**src/rtl/core_sequencer.sv**
```systemverilog
// Multi-cycle instruction sequencer: fetches, decodes and reads operands, then waits
// one execute cycle and writes back. A 6'h3f opcode parks the block in HALT until reset.
module core_sequencer (
  input  logic        clk,
  input  logic        rst_n,
  input  logic        run,
  output logic [7:0]  imem_addr,
  input  logic [31:0] imem_data,
  output logic [31:0] ins,
  output logic [31:0] pc,
  output logic [4:0]  rs_addr,
  output logic [4:0]  rt_addr,
  input  logic [31:0] rf_rdata1,
  input  logic [31:0] rf_rdata2,
  output logic [31:0] reg1,
  output logic [31:0] reg2,
  input  logic [4:0]  wra,
  input  logic [31:0] result,
  input  logic [31:0] nextpc,
  output logic        rf_we,
  output logic [4:0]  rf_waddr,
  output logic [31:0] rf_wdata,
  output logic        halted,
  output logic        busy,
  output logic [31:0] instr_count
);

  typedef enum logic [2:0] {
    S_IDLE   = 3'd0,
    S_FETCH  = 3'd1,
    S_DECODE = 3'd2,
    S_READ   = 3'd3,
    S_EXEC   = 3'd4,
    S_WB     = 3'd5,
    S_HALT   = 3'd6
  } state_t;

  state_t      r_state;
  state_t      w_state_next;
  logic [31:0] r_pc;
  logic [31:0] r_ins;
  logic [31:0] r_reg1;
  logic [31:0] r_reg2;
  logic [31:0] r_instr_count;
  logic        w_is_halt;

  assign w_is_halt = (imem_data[31:26] == 6'h3f);

  always_ff @(posedge clk) begin
    if (!rst_n) begin
      r_state <= S_IDLE;
    end else begin
      r_state <= w_state_next;
    end
  end

  always_comb begin
    w_state_next = r_state;
    case (r_state)
      S_IDLE:   w_state_next = run ? S_FETCH : S_IDLE;
      S_FETCH:  w_state_next = S_DECODE;
      S_DECODE: w_state_next = w_is_halt ? S_HALT : S_READ;
      S_READ:   w_state_next = S_EXEC;
      S_EXEC:   w_state_next = S_WB;
      S_WB:     w_state_next = run ? S_FETCH : S_IDLE;
      S_HALT:   w_state_next = S_HALT;
      default:  w_state_next = S_IDLE;
    endcase
  end

  // Each datapath register has exactly one state in which it may load.
  always_ff @(posedge clk) begin
    if (!rst_n) begin
      r_pc          <= 32'd0;
      r_ins         <= 32'd0;
      r_reg1        <= 32'd0;
      r_reg2        <= 32'd0;
      r_instr_count <= 32'd0;
    end else begin
      case (r_state)
        S_DECODE: begin
          if (!w_is_halt) begin
            r_ins <= imem_data;
          end
        end
        S_READ: begin
          r_reg1 <= rf_rdata1;
          r_reg2 <= rf_rdata2;
        end
        S_WB: begin
          r_pc          <= nextpc;
          r_instr_count <= r_instr_count + 32'd1;
        end
        default: ;
      endcase
    end
  end

  assign imem_addr   = r_pc[7:0];
  assign ins         = r_ins;
  assign pc          = r_pc;
  assign rs_addr     = r_ins[25:21];
  assign rt_addr     = r_ins[20:16];
  assign reg1        = r_reg1;
  assign reg2        = r_reg2;
  assign instr_count = r_instr_count;

  // Gated by rst_n so a reset landing in WB never produces a write.
  assign rf_we    = (r_state == S_WB) && (wra != 5'd0) && rst_n;
  assign rf_waddr = wra;
  assign rf_wdata = result;
  assign halted   = (r_state == S_HALT);
  assign busy     = (r_state != S_IDLE) && (r_state != S_HALT);

endmodule
```
**config.mk**
```make
export PLATFORM = sky130hd
export DESIGN_NAME = core_sequencer
export DESIGN_NICKNAME = d
export VERILOG_FILES = /design/src/rtl/core_sequencer.sv
export SDC_FILE = /design/constraint.sdc
export NUM_CORES = 1
export LEC_CHECK = 0
export CORE_AREA = 2 2 150 152
export DETAILED_ROUTE_END_ITERATION = 8
export DIE_AREA = 0 0 152 154
export GPL_TIMING_DRIVEN = 1
export PLACE_DENSITY_LB_ADDON = 0.1
export SLEW_MARGIN = 20
export SYNTH_ARGS = -nofsm -noshare
export SYNTH_HDL_FRONTEND = slang
export SYNTH_SLANG_ARGS = --single-unit
```
**constraint.sdc**
```tcl
create_clock -name clk -period 2.7 [get_ports clk]
set_input_delay 0.675 -clock clk [delete_from_list [all_inputs] [get_ports clk]]
set_output_delay 0.675 -clock clk [all_outputs]
set_load 0.005 [all_outputs]
```
# ---- Word-level counts from Yosys, hierarchy flattened
# Index checks and enable logic that the tools add are counted.
dict set report op_classes {
  muxes 3
  eq_ne 8
  reduce_logical 8
  bitwise 1
  n_addsub 1
}
# operator n
set ops {}
lappend ops {{adder 32 x 1 -> 32 bit, second input constant} 1}
lappend ops {{case mux 3 bit (6 select lines)} 1}
lappend ops {{equality test 3 bit, second input constant} 3}
lappend ops {{equality test 3 x 2 -> 1 bit, second input constant} 2}
lappend ops {{equality test 6 bit, second input constant} 1}
lappend ops {{nonzero test 5 bit} 1}
lappend ops {{equality test 3 x 1 -> 1 bit, second input constant} 1}
lappend ops {{logical AND 1 bit} 3}
lappend ops {{zero test 3 bit} 1}
lappend ops {{two-way mux 3 bit} 1}
lappend ops {{!= test 3 bit, second input constant} 1}
lappend ops {{nonzero test 3 bit} 1}
lappend ops {{AND reduction 2 bit} 1}
lappend ops {{OR reduction 2 bit} 1}
lappend ops {{two-way mux 1 bit} 1}
lappend ops {{inverter 1 bit} 1}
dict set report totals {
  in_bits 168
  register_bits 163
  output_inout_bits 218
  word_cells 27
}

# ---- Longest topological paths before layout
dict set report depth {
  word_depth 3
  ltp_mapped 7
}

# ---- Worst setup path after synthesis
# OpenSTA, ideal clock, no wires.
dict set report synth_timing {
  kind {reg2out}
  start {reg r_state[2]}
  end {out rf_we}
  t_arrival_ns 1.384
  setup_slack_ns 0.641
  path_buffers 2
  stages_incl_launch_ff 6
  cell_sequence {dfxtp_1 inv_1 or3_1 clkbuf_1 clkbuf_1 nor3_1}
}
dict set report synth_between {
  elab_chain_len 3
}
# item line
set synth_rtl {}
lappend synth_rtl {{start, declared} 38} ;# state_t r_state;
lappend synth_rtl {{start signal, assigned} 53} ;# r_state <= w_state_next;
lappend synth_rtl {{equality test 3 bit} 109} ;# assign rf_we = (r_state == S_WB) && (wra != 5'd0) && rst_n;
lappend synth_rtl {{logical AND 1 bit (2 in a row)} 109}
lappend synth_rtl {{end, declared} 20} ;# output logic rf_we,
# Every way passes these cells.

# ---- Worst setup path in the final report
dict set report layout_timing {
  start {in wra[3]}
  end {out rf_we}
}
dict set report layout_between {
  elab_chain_len 3
}
# item line
set layout_rtl {}
lappend layout_rtl {{start, declared} 17} ;# input logic [4:0] wra,
lappend layout_rtl {{nonzero test 5 bit} 109}
lappend layout_rtl {{logical AND 1 bit (2 in a row)} 109}
# Every way passes these cells.

==> metrics list <==
- After clock tree synthesis, the clock-pin slew on the worst setup and hold paths is 0.07 ns.
- Setup repair after global routing left no endpoint under its margin.
- The share of the Yosys chip area taken by registers is 49.7%.
- Count of placed standard cells in the final layout, fillers left out: 1328
- After technology mapping, the gate count stands at 789.
- In the final design database the tool counted 1205 nets.
- Synthesis produced a netlist with a net count of 958.
- Clock tree synthesis found a total of 163 sinks.
- The floorplan step set the die height to 154 um.
- The worst pin sits at a relative slew slack of 67.6%.
- The synthesized netlist occupies a cell area of 6560 um2.
- Wire per inst: 16.0 um
- After floorplanning, the core was divided into 54 placement rows.
- In this run the static leakage power is 0.00361 uW.
- Counting distinct cell types in the post-synthesis netlist gives 36.
- VDD sags by at most 0.358 mV.
- The first global-routing pass estimated 33300 um of wire.
- Achievable Freq: 380 MHz
- Number of levels the H-tree was split into: 4
- For this run, design rule violations remaining after detail routing come to 0.
- The worst hold path belongs to the class register to register.
- Initial DRC count: 278
* Commonest non-fill, non-tap cell in the layout: clkdlybuf4s50_1
* Layout Skew: 0.0121 ns
- The clock passes through at most 2 buffers.
- The cell sitting at the root of the clock tree is a clkbuf_16.
* Routed metal-1 wire length: 8970 um
- Crit path launch type: input port
- The via count of the first global-routing pass was 6019.
* Post-synthesis cell type with the largest combined area: dfxtp_1
- Count of buffer and inverter cells on the critical path: 2
- Starting utilization of the core area: 30.2%
* Count of pins over their slew limit: 0
- Routability-driven placement finished with a final weighted congestion of 0.759.
* Power per cell area: 532 nW/um2
- Final setup violation count: 0
- At the later pin of the worst-skew pair, clock insertion delay measures 0.43 ns.
- Initial antenna violation count: 0
- Registers take 3260 um2.
- Transition time at the pin with the least slew margin: 0.484 ns
- The worst path uses 97.6% of the clock period.
- The critical path in this run is classified as input port to output pin.
* # port buffers: 321
- In the post-synthesis netlist, the biggest area contributors are dfxtp_1, nand2_1, a21oi_1.
- Vias after detailed routing: 6171
- Layout cell share with drive strength beyond 1: 4.96%
- Die width: 152 um
* Ordered cell list for the critical path: clkdlybuf4s50_1, or4_1, nor2_1, nor3_1, clkdlybuf4s15_1
- Along the worst path, the maximum fanout reaches 2.
* Critical Path RT: 2.03 ns
- Via-to-Cell Ratio: 4.65
- The multi-input combinational cells in the finished layout cover a total of 2630 um2.
- Leaving out fill and tap cells, the most frequent cells in the layout are clkdlybuf4s50_1, nand2_1, dfxtp_1, a21oi_1, nor2_1.
* Final design utilization: 47.0%
* Count of yosys warnings during synthesis: 0
- Top cell family by delay on the critical path: simple AND/OR/NAND/NOR gates
- Once detail routing completed, the nets flagged for antenna violations numbered 0.
- Detailed routing placed a total of 10100 um of wire on met2.
* Delay of the slowest cell on the worst path: 0.50 ns
* Count of state elements after synthesis: 163
- Kind of end point of the critical path: output pin
* CTS tree: done
- The number of failing hold endpoints at the final stage came to 0.
- Among all stages on the critical path, the largest delay is contributed by or4_1.
- The routed design has 21200 um of wire.
- Total CTS buffers: 17
* Sum of met3 wire segment lengths after detailed routing: 1650 um
- Number of iterations in the first detailed-routing pass: 5
* Total Routing Usage GR: 17.7%
* Topmost layer with routed signal wires: met4
- Gr ovfl total: 0
- Detailed placement ended at an HPWL of 14900 um.
- The repair_antennas step left the layout with diodes totalling 0.
- Buffers inserted to repair hold after CTS numbered 0.
- Area share of the largest cell type after synthesis: 49.7%
* Average size of a mapped cell: 8.31 um2
- Entering global routing, the biggest net connects 85 pins.
- The total area inside the core boundary comes to 21700 um2.
- Count of pins on the block boundary: 386
* Full die area: 23400 um2
- Status: completed
- Across the run, the number of max-cap violations was 0.
- Arrival time reported for the critical path endpoint: 1.96 ns
- Compared with the post-synthesis result, the final layout area differs by 55.5%.
- The number of placed instances, taps included, is 1297.
* Filler Cells Inserted: 2167
- Final min period: 2.63 ns
-- cell families (layout without fill, tap and decap cells) --
logic type | after synthesis | count (layout) | share of synthesized area, %
AND/OR/NAND/NOR | 315 | 315 | 21.4
flip-flops | 163 | 163 | 49.7
AO/OA/AOI/OAI | 154 | 154 | 12.4
buffers and inverters | 117 | 376 | 10.5
multiplexers | 29 | 29 | 4.42
XOR/XNOR | 9 | 9 | 1.20
adder cells (fa/ha/maj) | 2 | 2 | 0.343
-- timing repair --
item / CTS / global route
gates resized for setup: 2 / 1
endpoints found under the hold margin: 0 / 0
pin swaps: 1 / 1
setup endpoints to repair: 1 / 1
buffers inserted: 0 / 0
-- routing by layer --
layer  track usage [%]  vias to the layer above
li1                  -                     3084
met1              20.6                     2831
met2              30.0                      224
met3              6.74                       32
met4              6.14                        0
met5                 0                        -
-- worst reg2reg max path: cells and delay by family (launching register included) --
| family | cells | cell delay, ns |
|---|---|---|
| buffers and inverters | 1 | 0.16 |
| DFF | 1 | 0.31 |
| and+or+nand+nor | 3 | 1.40 |
| AOI/OAI and AO/OA | 1 | 0.14 |
-- layout make-up --
type | count | area share [%]
well taps | 280 | 3.43
multi-input cells | 509 | 25.7
inverters | 9 | 0.356
clock inverters | 13 | 1.17
repair buffers | 336 | 33.1
clock buffers | 18 | 4.21
flip-flops and latches | 163 | 32.0
-- sequential cells by signal, indices dropped and copies added, names as in the netlist --
name / count
instr_count: 32
reg2: 32
ins: 32
r_state: 3
reg1: 32
pc: 32
-- path summary, 6_finish.rpt --
check / startpoint / end / slack (ns) / cells after the start
setup reg to reg: r_state[1] / instr_count[31] / 0.63 / 5
setup / recovery: wra[3] / rf_we / 0.07 / 5
hold reg to reg: ins[26] / ins[26] / 0.45 / 2
hold / removal: ins[26] / ins[26] / 0.45 / 2
-- metrics by stage --
stage,cell area [um2],TNS (ns),power [uW],hold WS (ns),setup slack [ns]
floorplan,6560,0,2830,0.440,0.641
global placement,9650,-0.226,3200,0.433,-0.226
detailed placement,9650,-0.195,3200,0.435,-0.195
CTS,10200,0,5530,0.452,0.0290
global route,10200,0,5680,0.470,0.0215
finish,10200,0,5430,0.450,0.0654
-- synthesized netlist by cell type --
cell type and instances:
nand2_1 207, dfxtp_1 163, a21oi_1 125, buf_4 62, nor2_1 40, clkbuf_1 34
mux2i_1 29, or4_1 17, o31ai_1 16, nand4_1 11, o21ai_0 11, nand3_1 10
inv_1 8, or3_1 8, buf_2 6, and2_1 5, and4_1 5, buf_1 5
xor2_1 5, xnor2_1 4, and3_1 3, a31oi_1 1, and3b_1 1, and4b_1 1
buf_6 1, ha_1 1, inv_2 1, maj3_1 1, nand2b_1 1, nand3_2 1
nand4_4 1, nor2b_1 1, nor3_1 1, o21bai_1 1, or3b_1 1, or4b_1 1
-- where the power goes --
| group | internal, uW | leakage (uW) | switching (uW) | total [uW] |
|---|---|---|---|---|
| clock network | 1210 | 0.000270 | 1080 | 2290 |
| logic | 398 | 0.00203 | 237 | 635 |
| registers | 2470 | 0.00132 | 38.4 | 2510 |
Note: power is estimated with default switching activity, not from simulation.
